==> src/rtl/vend_dispense_sched_pkg.sv <==
// Shared definitions for the vending dispense scheduler:
// sequencing state encodings, sale codes and a small sizing helper.
package vend_pkg;

    typedef enum logic [2:0] {
        ST_IDLE  = 3'd0,
        ST_GRANT = 3'd1,
        ST_DISP  = 3'd2,
        ST_CHG   = 3'd3,
        ST_DONE  = 3'd4
    } state_t;

    localparam logic [1:0] AMT_EXACT = 2'b00;
    localparam logic [1:0] AMT_CHG   = 2'b01;

    // Largest of three cycle limits, used to size the shared cycle counter
    function automatic int max3(input int a, input int b, input int c);
        int m;
        m = (a > b) ? a : b;
        return (m > c) ? m : c;
    endfunction

endpackage

==> src/rtl/vend_dispense_sched_if.sv <==
// Lane/mechanism side bundle of the dispense scheduler.
// master: the lane panels and mechanism environment; slave: the scheduler.
interface vend_dispense_sched_if #(
    parameter int N_LANE = 4
);
    logic [N_LANE-1:0]   req;
    logic [2*N_LANE-1:0] amt;
    logic                mech_ready;
    logic [N_LANE-1:0]   gnt;
    logic [N_LANE-1:0]   ack;
    logic                motor_on;
    logic                change_on;
    logic                busy;
    logic                err;

    modport master (
        output req, amt, mech_ready,
        input  gnt, ack, motor_on, change_on, busy, err
    );

    modport slave (
        input  req, amt, mech_ready,
        output gnt, ack, motor_on, change_on, busy, err
    );
endinterface

==> src/rtl/vend_dispense_sched_rr_arb.sv <==
// Combinational round-robin pick: first requesting lane at or after ptr,
// wrapping from the last lane back to lane 0.
module vend_rr_arb #(
    parameter int N_LANE = 4
) (
    input  logic [N_LANE-1:0]         req,
    input  logic [$clog2(N_LANE)-1:0] ptr,
    output logic [N_LANE-1:0]         pick,
    output logic [$clog2(N_LANE)-1:0] pick_idx,
    output logic                      valid
);
    localparam int IDX_W = $clog2(N_LANE);

    logic [IDX_W-1:0] lane_s;
    logic             hit_s;

    // Scan lanes in priority order starting at the pointer; first requester wins
    always_comb begin
        pick     = '0;
        pick_idx = '0;
        valid    = 1'b0;
        lane_s   = '0;
        hit_s    = 1'b0;
        for (int off = 0; off < N_LANE; off++) begin
            lane_s       = IDX_W'((int'(ptr) + off) % N_LANE);
            hit_s        = req[lane_s] & ~valid;
            pick[lane_s] = hit_s;
            pick_idx     = hit_s ? lane_s : pick_idx;
            valid        = valid | hit_s;
        end
    end
endmodule

==> src/rtl/vend_dispense_sched.sv <==
// Dispense scheduler: shares one motor/change mechanism between N_LANE panels.
// Round-robin grant, then GRANT -> DISP -> (CHG) -> DONE sequencing with ack.
// Optional feature macro: VEND_TIMEOUT_EN (abort GRANT after TMO_CYC cycles
// of mech_ready low, pulsing err with ack). Without it GRANT waits forever.
module vend_dispense_sched
    import vend_pkg::*;
#(
    parameter int N_LANE   = 4,
    parameter int DISP_CYC = 8,
    parameter int CHG_CYC  = 4,
    parameter int TMO_CYC  = 255
) (
    input logic                  clk,
    input logic                  rst,
    vend_dispense_sched_if.slave bus
);
    localparam int IDX_W = $clog2(N_LANE);
    localparam int CNT_W = $clog2(max3(DISP_CYC, CHG_CYC, TMO_CYC) + 1);

    state_t              state_r, state_nxt_s;
    logic [CNT_W-1:0]    cnt_r, cnt_nxt_s;
    logic [IDX_W-1:0]    ptr_r, ptr_nxt_s;
    logic [IDX_W-1:0]    idx_r, idx_nxt_s;
    logic [N_LANE-1:0]   sel_r, sel_nxt_s;
    logic [1:0]          code_r, code_nxt_s;

    logic [N_LANE-1:0]   arb_pick_s;
    logic [IDX_W-1:0]    arb_idx_s;
    logic                arb_valid_s;

    logic [N_LANE-1:0]   gnt_nxt_s, ack_nxt_s;
    logic                motor_nxt_s, change_nxt_s, busy_nxt_s, err_nxt_s;
`ifdef VEND_TIMEOUT_EN
    logic                tmo_s;
`endif

    vend_rr_arb #(.N_LANE(N_LANE)) u_arb (
        .req      (bus.req),
        .ptr      (ptr_r),
        .pick     (arb_pick_s),
        .pick_idx (arb_idx_s),
        .valid    (arb_valid_s)
    );

    // State register with cycle counter and latched grant context
    always_ff @(posedge clk or posedge rst) begin
        if (rst) begin
            state_r <= ST_IDLE;
            cnt_r   <= '0;
            ptr_r   <= '0;
            idx_r   <= '0;
            sel_r   <= '0;
            code_r  <= AMT_EXACT;
        end else begin
            state_r <= state_nxt_s;
            cnt_r   <= cnt_nxt_s;
            ptr_r   <= ptr_nxt_s;
            idx_r   <= idx_nxt_s;
            sel_r   <= sel_nxt_s;
            code_r  <= code_nxt_s;
        end
    end

    // Next-state logic: arbitration in IDLE, timed phases, pointer advance in DONE
    always_comb begin
        state_nxt_s = state_r;
        cnt_nxt_s   = cnt_r;
        ptr_nxt_s   = ptr_r;
        idx_nxt_s   = idx_r;
        sel_nxt_s   = sel_r;
        code_nxt_s  = code_r;
`ifdef VEND_TIMEOUT_EN
        tmo_s       = 1'b0;
`endif
        case (state_r)
            ST_IDLE: begin
                cnt_nxt_s = '0;
                if (arb_valid_s) begin
                    state_nxt_s = ST_GRANT;
                    idx_nxt_s   = arb_idx_s;
                    sel_nxt_s   = arb_pick_s;
                    code_nxt_s  = bus.amt[{arb_idx_s, 1'b0} +: 2];
                end else begin
                    state_nxt_s = ST_IDLE;
                end
            end
            ST_GRANT: begin
                if (bus.mech_ready) begin
                    state_nxt_s = ST_DISP;
                    cnt_nxt_s   = '0;
`ifdef VEND_TIMEOUT_EN
                end else if (cnt_r == CNT_W'(TMO_CYC - 1)) begin
                    state_nxt_s = ST_DONE;
                    cnt_nxt_s   = '0;
                    tmo_s       = 1'b1;
                end else begin
                    cnt_nxt_s   = cnt_r + CNT_W'(1);
                end
`else
                end else begin
                    state_nxt_s = ST_GRANT;
                end
`endif
            end
            ST_DISP: begin
                if (cnt_r == CNT_W'(DISP_CYC - 1)) begin
                    cnt_nxt_s   = '0;
                    state_nxt_s = (code_r == AMT_CHG) ? ST_CHG : ST_DONE;
                end else begin
                    cnt_nxt_s   = cnt_r + CNT_W'(1);
                end
            end
            ST_CHG: begin
                if (cnt_r == CNT_W'(CHG_CYC - 1)) begin
                    cnt_nxt_s   = '0;
                    state_nxt_s = ST_DONE;
                end else begin
                    cnt_nxt_s   = cnt_r + CNT_W'(1);
                end
            end
            ST_DONE: begin
                state_nxt_s = ST_IDLE;
                cnt_nxt_s   = '0;
                ptr_nxt_s   = (idx_r == IDX_W'(N_LANE - 1)) ? '0 : idx_r + IDX_W'(1);
            end
            default: begin
                state_nxt_s = ST_IDLE;
                cnt_nxt_s   = '0;
            end
        endcase
    end

    // Output decode from the upcoming state so every output is a clean register
    always_comb begin
        gnt_nxt_s    = '0;
        ack_nxt_s    = '0;
        motor_nxt_s  = 1'b0;
        change_nxt_s = 1'b0;
        busy_nxt_s   = 1'b0;
        err_nxt_s    = 1'b0;
        case (state_nxt_s)
            ST_IDLE: begin
                busy_nxt_s = 1'b0;
            end
            ST_GRANT: begin
                gnt_nxt_s  = sel_nxt_s;
                busy_nxt_s = 1'b1;
            end
            ST_DISP: begin
                gnt_nxt_s   = sel_nxt_s;
                busy_nxt_s  = 1'b1;
                motor_nxt_s = 1'b1;
            end
            ST_CHG: begin
                gnt_nxt_s    = sel_nxt_s;
                busy_nxt_s   = 1'b1;
                change_nxt_s = 1'b1;
            end
            ST_DONE: begin
                gnt_nxt_s  = sel_nxt_s;
                ack_nxt_s  = sel_nxt_s;
                busy_nxt_s = 1'b1;
`ifdef VEND_TIMEOUT_EN
                err_nxt_s  = tmo_s;
`else
                err_nxt_s  = 1'b0;
`endif
            end
            default: begin
                busy_nxt_s = 1'b0;
            end
        endcase
    end

    // Output registers; async reset drops the actuators immediately
    always_ff @(posedge clk or posedge rst) begin
        if (rst) begin
            bus.gnt       <= '0;
            bus.ack       <= '0;
            bus.motor_on  <= 1'b0;
            bus.change_on <= 1'b0;
            bus.busy      <= 1'b0;
            bus.err       <= 1'b0;
        end else begin
            bus.gnt       <= gnt_nxt_s;
            bus.ack       <= ack_nxt_s;
            bus.motor_on  <= motor_nxt_s;
            bus.change_on <= change_nxt_s;
            bus.busy      <= busy_nxt_s;
            bus.err       <= err_nxt_s;
        end
    end
endmodule

==> src/flat_wrapper.sv <==
// flat-port wrapper written by rule: the top's interface ports become plain ports
module vend_dispense_sched_flat import vend_pkg::*;
#(
    parameter int N_LANE   = 4,
    parameter int DISP_CYC = 8,
    parameter int CHG_CYC  = 4,
    parameter int TMO_CYC  = 255
)
  (clk, rst, bus_req, bus_amt, bus_mech_ready, bus_gnt, bus_ack, bus_motor_on, bus_change_on, bus_busy, bus_err);
  vend_dispense_sched_if #(.N_LANE(N_LANE)) bus_i ();
  input logic clk;
  input logic rst;
  input wire logic [$bits(bus_i.req)-1:0] bus_req;
  input wire logic [$bits(bus_i.amt)-1:0] bus_amt;
  input wire logic [$bits(bus_i.mech_ready)-1:0] bus_mech_ready;
  output wire logic [$bits(bus_i.gnt)-1:0] bus_gnt;
  output wire logic [$bits(bus_i.ack)-1:0] bus_ack;
  output wire logic [$bits(bus_i.motor_on)-1:0] bus_motor_on;
  output wire logic [$bits(bus_i.change_on)-1:0] bus_change_on;
  output wire logic [$bits(bus_i.busy)-1:0] bus_busy;
  output wire logic [$bits(bus_i.err)-1:0] bus_err;
  assign bus_i.req = bus_req;
  assign bus_i.amt = bus_amt;
  assign bus_i.mech_ready = bus_mech_ready;
  assign bus_gnt = bus_i.gnt;
  assign bus_ack = bus_i.ack;
  assign bus_motor_on = bus_i.motor_on;
  assign bus_change_on = bus_i.change_on;
  assign bus_busy = bus_i.busy;
  assign bus_err = bus_i.err;
  vend_dispense_sched #(.N_LANE(N_LANE), .DISP_CYC(DISP_CYC), .CHG_CYC(CHG_CYC), .TMO_CYC(TMO_CYC)) u_core (.clk(clk), .rst(rst), .bus(bus_i));
endmodule
==> config.mk <==
export PLATFORM = sky130hd
export DESIGN_NAME = vend_dispense_sched_flat
export DESIGN_NICKNAME = d
export VERILOG_FILES = /design/src/rtl/vend_dispense_sched_pkg.sv /design/src/rtl/vend_dispense_sched_if.sv /design/src/rtl/vend_dispense_sched_rr_arb.sv /design/src/rtl/vend_dispense_sched.sv /design/src/flat_wrapper.sv
export SDC_FILE = /design/constraint.sdc
export NUM_CORES = 1
export LEC_CHECK = 0
export ABC_AREA = 1
export CORE_ASPECT_RATIO = 1.5
export CORE_MARGIN = 4
export CORE_UTILIZATION = 59
export CTS_BUF_LIST = sky130_fd_sc_hd__clkbuf_16
export DETAILED_ROUTE_END_ITERATION = 12
export PLACE_DENSITY = 0.91
export SLEW_MARGIN = 20
export SYNTH_ARGS = -nofsm -noshare
export SYNTH_HDL_FRONTEND = slang
export SYNTH_SLANG_ARGS = --single-unit
==> constraint.sdc <==
create_clock -name clk -period 3.7 [get_ports clk]
set_input_delay 0.37 -clock clk [delete_from_list [all_inputs] [get_ports clk]]
set_output_delay 0.37 -clock clk [all_outputs]
set_load 0.05 [all_outputs]
Word-level counts from Yosys, hierarchy flattened
Index checks and enable logic that the tools add are counted.
{"block": "word_totals", "ff_bits": 32, "inputBits": 15, "out_inout_bits": 12}
{"block": "op_classes", "addsub": 5, "magnitude_cmp": 8, "n_eq_ne": 13, "shifts": 1, "muxes": 41, "n_bitwise": 10, "n_reduce_logical": 7}
{"operator": "8-bit 2-to-1 mux", "count": 3}
{"operator": "8-bit case mux with 3 select lines", "count": 1}
{"operator": "4-bit 2-to-1 mux", "count": 4}
{"operator": "4-bit bitwise mux", "count": 3}
{"operator": "3-bit by 2-bit == test with 1-bit output, second input constant", "count": 4}
{"operator": "2-bit by 3-bit less-than comparator with 1-bit output, second input constant", "count": 4}
{"operator": "1-bit 2-to-1 mux", "count": 12}
{"operator": "2-bit 2-to-1 mux", "count": 6}
{"operator": "3-bit case mux with 4 select lines", "count": 1}
{"operator": "3-bit 2-to-1 mux", "count": 3}
{"operator": "8-bit by 1-bit adder with 8-bit output, second input constant", "count": 1}
{"operator": "1-bit binary-select mux with 2-bit select", "count": 4}
{"operator": "1-bit demux with 2-bit select", "count": 4}
{"operator": "8-bit by 2-bit == test with 1-bit output, second input constant", "count": 1}
{"operator": "8-bit by 3-bit == test with 1-bit output, second input constant", "count": 1}
{"operator": "2-bit by 1-bit greater-or-equal comparator with 1-bit output, second input constant", "count": 4}
{"operator": "8-bit by 4-bit variable part select with 2-bit output", "count": 1}
{"operator": "3-bit by 1-bit == test with 1-bit output, second input constant", "count": 2}
{"operator": "3-bit == test, second input constant", "count": 2}
{"operator": "2-bit by 1-bit adder with 2-bit output, second input constant", "count": 2}
{"operator": "2-bit adder, second input constant", "count": 2}
{"operator": "4-bit AND", "count": 1}
{"operator": "1-bit logical AND", "count": 4}
{"operator": "4-bit OR reduction", "count": 1}
{"operator": "other kinds (8)", "count": 14}

Longest topological paths before layout
{"block": "depth", "word_depth": 16, "mapped_depth": 14, "ltp_nobuf": 13}

By module
A second synthesis with hierarchy kept.
{"block": "hier_totals", "cells_unflattened": 272, "hier_area_um2": 2031.9}
{"module": "vend_dispense_sched", "instances": 1, "cells_per_inst": 178, "area_each_um2": 1550.2}
{"module": "vend_rr_arb", "instances": 1, "cells_per_inst": 94, "area_each_um2": 481.7}

Worst setup path before layout
No wires, ideal clock.
{"block": "synth_timing", "path_type": "register -> register", "from": "register u_core.ptr_r[0]", "to": "register u_core.bus.gnt[1]", "t_arrival_ps": 1890, "required_ps": 3577, "slack_ps": 1686, "stages_incl_launch_ff": 15, "synth_period_minus_slack_ps": 2014, "cell_sequence": "dfrtp_1 buf_6 inv_8 ha_1 inv_1 nand3_2 nand2_2 inv_2 nor2_8 nand3b_4 nand2_4 inv_2 or2_1 o21ai_2 nor2_1"}
{"block": "synth_via", "elab_chain_cells": 16, "word_cells_on_any_way": 54, "cone_classes": "3 x add/sub; 8 x order compare; 4 x eq/ne; 24 x mux; 10 x bitwise; 5 x reduce/logical"}
{"item": "start, declared", "line_no": "vend_dispense_sched.sv:22", "rtl": "logic [IDX_W-1:0] ptr_r, ptr_nxt_s;"}
{"item": "start signal, assigned", "line_no": "vend_dispense_sched.sv:57", "rtl": "ptr_r <= ptr_nxt_s;"}
{"item": "2-bit by 1-bit adder with 2-bit output / 1-bit binary-select mux with 2-bit select (equally long branches)", "line_no": "vend_dispense_sched_rr_arb.sv:25, vend_dispense_sched_rr_arb.sv:26"}
{"item": "1-bit binary-select mux with 2-bit select / 1-bit 2-to-1 mux (equally long branches)", "line_no": "vend_dispense_sched_rr_arb.sv:26", "rtl": "hit_s = req[lane_s] & ~valid;"}
{"item": "1-bit 2-to-1 mux (not written as such) / 1-bit inverter (equally long branches)", "line_no": "vend_dispense_sched_rr_arb.sv:26"}
{"item": "1-bit AND", "line_no": "vend_dispense_sched_rr_arb.sv:26"}
{"item": "1-bit OR", "line_no": "vend_dispense_sched_rr_arb.sv:29", "rtl": "valid = valid | hit_s;"}
{"item": "1-bit inverter", "line_no": "vend_dispense_sched_rr_arb.sv:26"}
{"item": "1-bit AND", "line_no": "vend_dispense_sched_rr_arb.sv:26"}
{"item": "1-bit OR", "line_no": "vend_dispense_sched_rr_arb.sv:29"}
{"item": "1-bit inverter", "line_no": "vend_dispense_sched_rr_arb.sv:26"}
{"item": "1-bit AND", "line_no": "vend_dispense_sched_rr_arb.sv:26"}
{"item": "1-bit OR", "line_no": "vend_dispense_sched_rr_arb.sv:29"}
{"item": "1-bit 2-to-1 mux", "line_no": "vend_dispense_sched.sv:78", "rtl": "if (arb_valid_s) begin"}
{"item": "3-bit case mux with 4 select lines", "line_no": "vend_dispense_sched.sv:75", "rtl": "case (state_r)"}
{"item": "3-bit by 1-bit == test with 1-bit output (tied with other cells)", "line_no": "vend_dispense_sched.sv:141", "rtl": "case (state_nxt_s)"}
{"item": "4-bit OR reduction (no source line)"}
{"item": "4-bit 2-to-1 mux *", "line_no": "vend_dispense_sched.sv:141"}
{"item": "net u_core.gnt_nxt_s[1]", "line_no": "vend_dispense_sched.sv:31", "rtl": "logic [N_LANE-1:0] gnt_nxt_s, ack_nxt_s;"}
{"item": "end signal, assigned", "line_no": "vend_dispense_sched.sv:185", "rtl": "bus.gnt <= gnt_nxt_s;"}
{"item": "end, declared", "line_no": "vend_dispense_sched_if.sv:23", "rtl": "output gnt, ack, motor_on, change_on, busy, err"}
Mark *: on every way through the listed nets, which the timed path passes. The rest lies on a longest branch. The select of a mux whose other input is x is not followed.
A chain may end at the register's enable or synchronous reset.

Worst setup path after layout
{"block": "layout_timing", "from": "register u_core.ptr_r[0]", "to": "register u_core.bus.gnt[0]"}
The elaborated chain is that of the path after synthesis.

==> impl_metrics.xml <==
<?xml version="1.0" encoding="UTF-8"?>
<metrics>
  <group name="power_and_ir_drop">
    <metric name="switching_pwr" unit="mW">0.948</metric>
    <metric name="combinational_share_of_power" unit="%">53.9</metric>
    <metric name="static-leakage-power" unit="nW">1.25</metric>
    <metric name="p_seq_share" unit="%">26.9</metric>
    <metric name="clockPowerShare" unit="%">19.2</metric>
    <metric name="power_density" unit="nW/µm²">808</metric>
    <metric name="power_switching_share" unit="%">47.5</metric>
    <metric name="internal_power" unit="mW">1.05</metric>
    <metric name="ir_worst_vdd" unit="mV">0.495</metric>
  </group>
  <group name="job">
    <metric name="max-cap-violations" unit="">0</metric>
  </group>
  <group name="drt">
    <metric name="drt_wl_total" unit="µm">4740</metric>
    <metric name="vias" unit="">1926</metric>
    <metric name="wl_per_cell" unit="µm">13.5</metric>
    <metric name="remaining_drc_errors" unit="">0</metric>
    <metric name="drt_first_iter_violations" unit="">85</metric>
    <metric name="postRouteAntennaNets" unit="">0</metric>
    <metric name="viasPerCell" unit="">5.50</metric>
    <metric name="detailedRoute.firstPassIterationCount" unit="">4</metric>
  </group>
  <group name="floorplan">
    <metric name="rows" unit="">26</metric>
    <metric name="pin_count" unit="">27</metric>
    <metric name="starting_density_of_the_core" unit="%">60.7</metric>
    <metric name="die_area" unit="µm²">4510</metric>
    <metric name="fp.dieW" unit="µm">56.2</metric>
    <metric name="vertical_die_dimension" unit="µm">80.3</metric>
    <metric name="design.core.area" unit="µm²">3380</metric>
  </group>
  <group name="clocking">
    <metric name="cts_tree" unit="">built</metric>
    <metric name="cts_root_buf" unit="">sky130_fd_sc_hd__clkbuf_16</metric>
    <metric name="holdBufCountCts" unit="">0</metric>
    <metric name="clkSinkCount" unit="">32</metric>
    <metric name="post-cts-setup-buffers" unit="">0</metric>
    <metric name="clk_path_buf_depth" unit="">2</metric>
    <metric name="worstSkewPairLatency" unit="ps">280</metric>
    <metric name="worst_setup_hold_path_clk_slew" unit="ps">50</metric>
    <metric name="htreeDepth" unit="">2</metric>
    <metric name="cts_buffers" unit="">5</metric>
    <metric name="cts_resized" unit="">0</metric>
  </group>
  <group name="sta">
    <metric name="post-route-min-period" unit="ps">2460</metric>
    <metric name="final-max-slew-violation-count" unit="">0</metric>
    <metric name="skew" unit="ps">5.08</metric>
    <metric name="final.period_utilization" unit="%">66.5</metric>
    <metric name="unrepaired_setup_endpoints_after_global_routing" unit="">no</metric>
    <metric name="tightestPinTransition" unit="ps">514</metric>
    <metric name="worst_slack" unit="ps">1240</metric>
    <metric name="slew-limit-headroom" unit="%">65.6</metric>
    <metric name="max_clock_freq" unit="MHz">406</metric>
    <metric name="totalNegativeSetupSlack" unit="ps">0</metric>
    <metric name="hold-worst-slack" unit="ps">478</metric>
    <metric name="setup_viol" unit="">0</metric>
    <metric name="finalHoldViolations" unit="">0</metric>
  </group>
  <group name="critical_path">
    <metric name="critPathKind" unit="">register to register</metric>
    <metric name="timing.critical_path.fanout_max" unit="">14</metric>
    <metric name="timing.rr.start" unit="">u_core.ptr_r[0]$_DFFE_PP0N_</metric>
    <metric name="critPathLaunchType" unit="">register</metric>
    <metric name="worst-r2r-setup-slack" unit="ps">1240</metric>
    <metric name="r2r_end" unit="">u_core.bus.gnt[0]$_DFF_PP0_</metric>
    <metric name="capturing_instance_or_port_of_the_critical_path" unit="">u_core.bus.gnt[0]$_DFF_PP0_</metric>
    <metric name="critPathRequiredTime" unit="ps">3850</metric>
    <metric name="kind_of_end_point_of_the_critical_path" unit="">register</metric>
    <metric name="origin_of_the_worst_setup_path" unit="">u_core.ptr_r[0]$_DFFE_PP0N_</metric>
    <metric name="logic_depth_of_the_worst_register_to_register_path" unit="">12</metric>
    <metric name="critical_path_arrival" unit="ps">2620</metric>
  </group>
  <group name="grt">
    <metric name="grt_antenna_before_repair" unit="">0</metric>
    <metric name="grt_start_max_net_pins" unit="">33</metric>
    <metric name="grt-ovfl-total" unit="">0</metric>
    <metric name="grt.total_usage" unit="%">22.9</metric>
    <metric name="grt_pass1_wl" unit="µm">8050</metric>
    <metric name="via_count_of_the_first_global_routing_pass" unit="">1858</metric>
  </group>
  <group name="final_layout">
    <metric name="filler_cell_count" unit="">251</metric>
    <metric name="finalNetCount" unit="">329</metric>
    <metric name="antenna-diode-count" unit="">0</metric>
    <metric name="post_route_cells_drive_above_1_share" unit="%">9.74</metric>
    <metric name="design_area" unit="µm²">2470</metric>
    <metric name="fin_cells" unit="">350</metric>
    <metric name="area_delta_synth_final" unit="%">20.2</metric>
  </group>
  <group name="hold_path">
    <metric name="hold_class" unit="">primary input to async pin</metric>
  </group>
  <group name="placement">
    <metric name="dpl.hpwl" unit="µm">3490</metric>
    <metric name="buffer_ports.inserted" unit="">25</metric>
    <metric name="preCtsSetupSlack" unit="ps">1290</metric>
    <metric name="placed_cell_area" unit="µm²">2330</metric>
    <metric name="place_congestion" unit="">0.988</metric>
    <metric name="dp.cells" unit="">343</metric>
  </group>
  <group name="yosys">
    <metric name="post_synth_inst_count" unit="">278</metric>
    <metric name="syn-num-nets" unit="">299</metric>
    <metric name="synth_enable_flop_cells" unit="">0</metric>
    <metric name="synth_top_flop_cell" unit="">sky130_fd_sc_hd__dfrtp_1</metric>
    <metric name="yosys_warnings" unit="">0</metric>
    <metric name="postSynthRegisterBits" unit="">32</metric>
    <metric name="ys_async_sr_fraction" unit="%">100</metric>
    <metric name="post_synth_instance_area" unit="µm²">2050</metric>
    <metric name="synthDistinctLibCells" unit="">34</metric>
    <metric name="share_of_synthesized_area_occupied_by_flip_flops_and_latches" unit="%">39.0</metric>
    <metric name="synth_area_per_cell" unit="µm²">7.39</metric>
  </group>
  <group name="status">
    <metric name="outcome" unit="">completed</metric>
  </group>
</metrics>
## state kept, by name, indices dropped and copies added (netlist names)
signal,flops
u_core.bus.gnt,4
u_core.bus.ack,4
u_core.idx_r,2
u_core.state_r,3
u_core.sel_r,4
u_core.bus.motor_on,1
u_core.bus.change_on,1
u_core.bus.busy,1
u_core.code_r,2
u_core.ptr_r,2
u_core.cnt_r,8
## metal layers
layer	up-vias	GRT usage, %	wire length [µm]
met5	-	0	0
met1	880	21.8	1800
li1	960	-	-
met3	24	5.63	204
met2	62	42.9	2510
met4	0	14.7	221
## layout by cell type, fill, tap and decap left out, drive strengths merged, types with 2 or more instances in the layout
master,n
inv,47
nand3,29
a31oi,2
nand4,12
nand2,66
o21ai,11
clkbuf,5
or2,3
nor3,5
a21oi,14
clkdlybuf4s50,25
nor2,39
ha,6
dfrtp,32
## worst max-delay path: stages, from the launching register on
cell,delay [ps]
sky130_fd_sc_hd__dfrtp_1,630
sky130_fd_sc_hd__inv_8,90
sky130_fd_sc_hd__ha_1,380
sky130_fd_sc_hd__inv_1,110
sky130_fd_sc_hd__nand3_2,80
sky130_fd_sc_hd__nand2_2,80
sky130_fd_sc_hd__inv_2,70
sky130_fd_sc_hd__nor2_8,130
sky130_fd_sc_hd__nand3b_4,130
sky130_fd_sc_hd__nand2_4,190
sky130_fd_sc_hd__nand4_1,140
sky130_fd_sc_hd__nor2_2,220
sky130_fd_sc_hd__nor2_1,80
## cell type report
type                       instances  area, µm²  share of cell area (%)
sequential                        32        801                    32.4
multi-input combinational        197       1040                    42.3
timing repair buffer              26        258                    10.4
tap                               42       52.6                    2.13
clock buffer                       5        125                    5.07
inverter                          46        180                    7.30
clock inverter                     2       8.76                   0.355
## power by group through the flow
stage	registers, mW	clock network (mW)	logic (mW)
after floorplan	0.634	0	0.725
after global placement	0.538	0	1.03
after detailed placement	0.539	0	1.06
after CTS	0.534	0.385	1.07
after global routing	0.549	0.414	1.19
final	0.537	0.383	1.08
## metrics by stage
step                      utilization [%]  total power, mW
after CTS                            73.0             1.99
after floorplan                         -             1.36
after global routing                 73.0             2.16
final                                73.0             1.99
after global placement               69.0             1.56
after detailed placement             69.0             1.60
## Yosys cell counts, drive strengths merged (2+ instances only)
| cell | count | share of area, % |
|---|---|---|
| a21oi | 14 | 3.8 |
| dfrtp | 32 | 39 |
| nor3 | 5 | 1.2 |
| nand2 | 66 | 14 |
| a31oi | 2 | 0.61 |
| ha | 6 | 3.7 |
| nand3 | 29 | 8.0 |
| or2 | 3 | 0.91 |
| nand4 | 12 | 3.7 |
| nor2 | 39 | 8.2 |
| buf | 3 | 1.5 |
| inv | 46 | 8.8 |
| o21ai | 11 | 3.0 |
## logic make-up after synthesis
| kind of cell | Yosys count | share of synthesized area (%) |
|---|---|---|
| DFF | 32 | 39.0 |
| AOI/OAI and AO/OA | 32 | 9.38 |
| and+or+nand+nor | 157 | 37.2 |
| other | 1 | 0.183 |
| xor gates and xnor gates | 1 | 0.426 |
| adders and majority gates | 6 | 3.65 |
| buffers and inverters | 49 | 10.2 |
## worst min-delay path by stage
stage | startpoint | end | slack (ps) | cells past startpoint
floorplan | u_core.sel_r[3]$_DFF_PP0_ | u_core.sel_r[3]$_DFF_PP0_ | 460 | 2
global placement | u_core.sel_r[3]$_DFF_PP0_ | u_core.sel_r[3]$_DFF_PP0_ | 480 | 2
detailed placement | u_core.sel_r[3]$_DFF_PP0_ | u_core.sel_r[3]$_DFF_PP0_ | 480 | 2
CTS | u_core.sel_r[3]$_DFF_PP0_ | u_core.sel_r[3]$_DFF_PP0_ | 490 | 2
global route | u_core.sel_r[3]$_DFF_PP0_ | u_core.sel_r[3]$_DFF_PP0_ | 500 | 2
finish | rst | u_core.bus.ack[2]$_DFF_PP0_ | 480 | 3
No activity file was read; power rests on OpenSTA's default activity.
==> RTL edit, RTL diff (same settings) <==
Make the reset (`rst`) synchronous in 2 clocked blocks. Comments in the files are not updated.
--- a/src/rtl/vend_dispense_sched.sv
+++ b/src/rtl/vend_dispense_sched.sv
@@ -44,5 +44,5 @@
 
     // State register with cycle counter and latched grant context
-    always_ff @(posedge clk or posedge rst) begin
+    always_ff @(posedge clk) begin
         if (rst) begin
             state_r <= ST_IDLE;
@@ -174,5 +174,5 @@
 
     // Output registers; async reset drops the actuators immediately
-    always_ff @(posedge clk or posedge rst) begin
+    always_ff @(posedge clk) begin
         if (rst) begin
             bus.gnt       <= '0;
Function: differs if rst is asserted again (counterexample within 4 cycles, from zero or initial values and one cycle with rst high); with rst held inactive, the same outputs for 10 cycles.
==> RTL edit against the original RTL <==
  * Critical path depth stayed put
  * Largest cell class unchanged
  * Area after synthesis is 6.0% lower
  * Design area decreased by 5.4%
  * Cell count up 2.3%
  * Count of clock-buffer cells in the layout is the same
  * Routed wire length fell by 2.3%
  * Worst setup slack better by 0.067 ns
  * Sequential cell count unchanged
  * Critical path type unchanged
Power is not compared: it rests on default switching activity, and its combinational part moved more than twofold at a synthesized area within 25%.
==> RTL edit: results (changes against the original RTL) <==
outcome=complete, no violations (unchanged); slowest CP cell=dfxtp_1 (was dfrtp_1); metal3 WL=141 microns (was 204 microns); Mapped Nets=309 (was 299); Synth Flop Type=dfxtp_1 (was dfrtp_1); Least-Margin Pin Slew=0.516 ns (was 0.514 ns); fin cells=358 (was 350); Final #Nets=338 (was 329); Seq pwr share=between 30% and 40%; Post-Syn Instances=288 (was 278); Distinct cells, synth=31 (was 34); port bufs=25 (unchanged); worst clock skew=0.00259 ns (was 0.00508 ns); share of layout cells above drive strength 1=9.75% (was 9.74%); fillers=265 (was 251); post-DP HPWL=3.48 mm (was 3.49 mm); Pre-antenna DRT Iters=4 (unchanged); pre-CTS setup slack=1.37 ns (was 1.29 ns); max reg flops=8 (unchanged); met1 WL=1.74 mm (was 1.80 mm); worst-path fanout max=11 (was 14); Post-CTS Setup Bufs=0 (unchanged); Crit path largest cell delay=0.62 ns; pin count of the biggest net entering global routing=15 (was 33); cell internal pwr=0.702 mW; clock buffer depth=2 (unchanged); R2R setup slack=1.30 ns (was 1.24 ns); routed wire length=4.63 mm (was 4.74 mm); cts bufs inserted=5 (unchanged); vias in the first global route=1923 (was 1858); Post-synth top cells=nand2_1, inv_1, nor2_1 (unchanged); Antenna diodes=0 (unchanged); DP Area=0.00220 sq mm (was 0.00233 sq mm); GRT Overall Usage=24.4% (was 22.9%); H-tree depth=2 (unchanged); register area share after synthesis=33.2% (was 39.0%); Power Clock=0.388 mW; Lkg Pwr=1.11 nW; Starting DRT DRC Count=47 (was 85); detailed-route via count=1927 (was 1926); met2 WL=2.58 mm (was 2.51 mm); FFs w/ async S/R, synth=0% (was 100%); worst r2r src=u_core.ptr_r[0]$_SDFFE_PP0N_ (was u_core.ptr_r[0]$_DFFE_PP0N_); CP arrival=2.55 ns (was 2.62 ns); final hold slack=0.488 ns (was 0.478 ns); worst hold endpoint=u_core.cnt_r[6]$_SDFFE_PP0N_; Hold Crit Class=reg -> reg (was in -> async); global-route wire length before repair=7.65 mm (was 8.05 mm); clk_lat worst skew=0.28 ns (about the same); Synth area leaders=dfxtp_1, nand2_1, inv_1 (was dfrtp_1, nand2_1, inv_1); Reg-to-Reg End=u_core.bus.gnt[3]$_SDFF_PP0_ (was u_core.bus.gnt[0]$_DFF_PP0_); Final GP Congestion=0.875 (was 0.988); Reg clk slew, reported paths=0.05 ns (about the same); Largest Register=u_core.cnt_r (unchanged); YS warnings=0 (unchanged); Clock Power Share=38.0%; VDD IR max=~360 uV; initial antenna violation count=0 (unchanged); placed cells=350 (was 343); hold path cells=2
## RTL edit: cell type report
cell class	count	area, sq um	area share [%]
Multi-Input combinational cell	203	1050	45.1
Clock inverter	3	15.0	0.643
Timing Repair Buffer	26	258	11.0
Tap cell	40	50.0	2.14
Sequential cell	32	641	27.4
Inverter	49	194	8.30
Clock buffer	5	125	5.36
## RTL edit: worst max-delay path by stage
stage,startpoint,endpoint,slack [ns],cells after the start
2_1_floorplan,u_core.ptr_r[1]$_SDFFE_PP0N_,u_core.bus.gnt[2]$_SDFF_PP0_,1.71,15
3_3_place_gp,u_core.ptr_r[0]$_SDFFE_PP0N_,u_core.bus.gnt[0]$_SDFF_PP0_,1.43,12
3_5_place_dp,u_core.ptr_r[0]$_SDFFE_PP0N_,u_core.bus.gnt[3]$_SDFF_PP0_,1.37,12
4_1_cts,u_core.ptr_r[0]$_SDFFE_PP0N_,u_core.bus.gnt[1]$_SDFF_PP0_,1.35,12
5_1_grt,u_core.ptr_r[0]$_SDFFE_PP0N_,u_core.bus.gnt[3]$_SDFF_PP0_,1.10,12
6_report,u_core.ptr_r[0]$_SDFFE_PP0N_,u_core.bus.gnt[3]$_SDFF_PP0_,1.30,12
## RTL edit: logic make-up after synthesis
group	Yosys count	synth area share, %
other	1	0.194
buffers and inverters	53	12.3
flip-flops	32	33.2
AND/OR/NAND/NOR	150	37.4
XOR/XNOR	1	0.453
AO/OA/AOI/OAI	45	12.6
adder cells (fa/ha/maj)	6	3.89
## RTL edit: metal layers
| layer | GRT usage [%] | vias to the layer above |
|---|---|---|
| li1 | - | 971 |
| met1 | 21.8 | 890 |
| met2 | 45.4 | 48 |
| met3 | 5.31 | 18 |
| met4 | 14.7 | 0 |
| met5 | 0 | - |
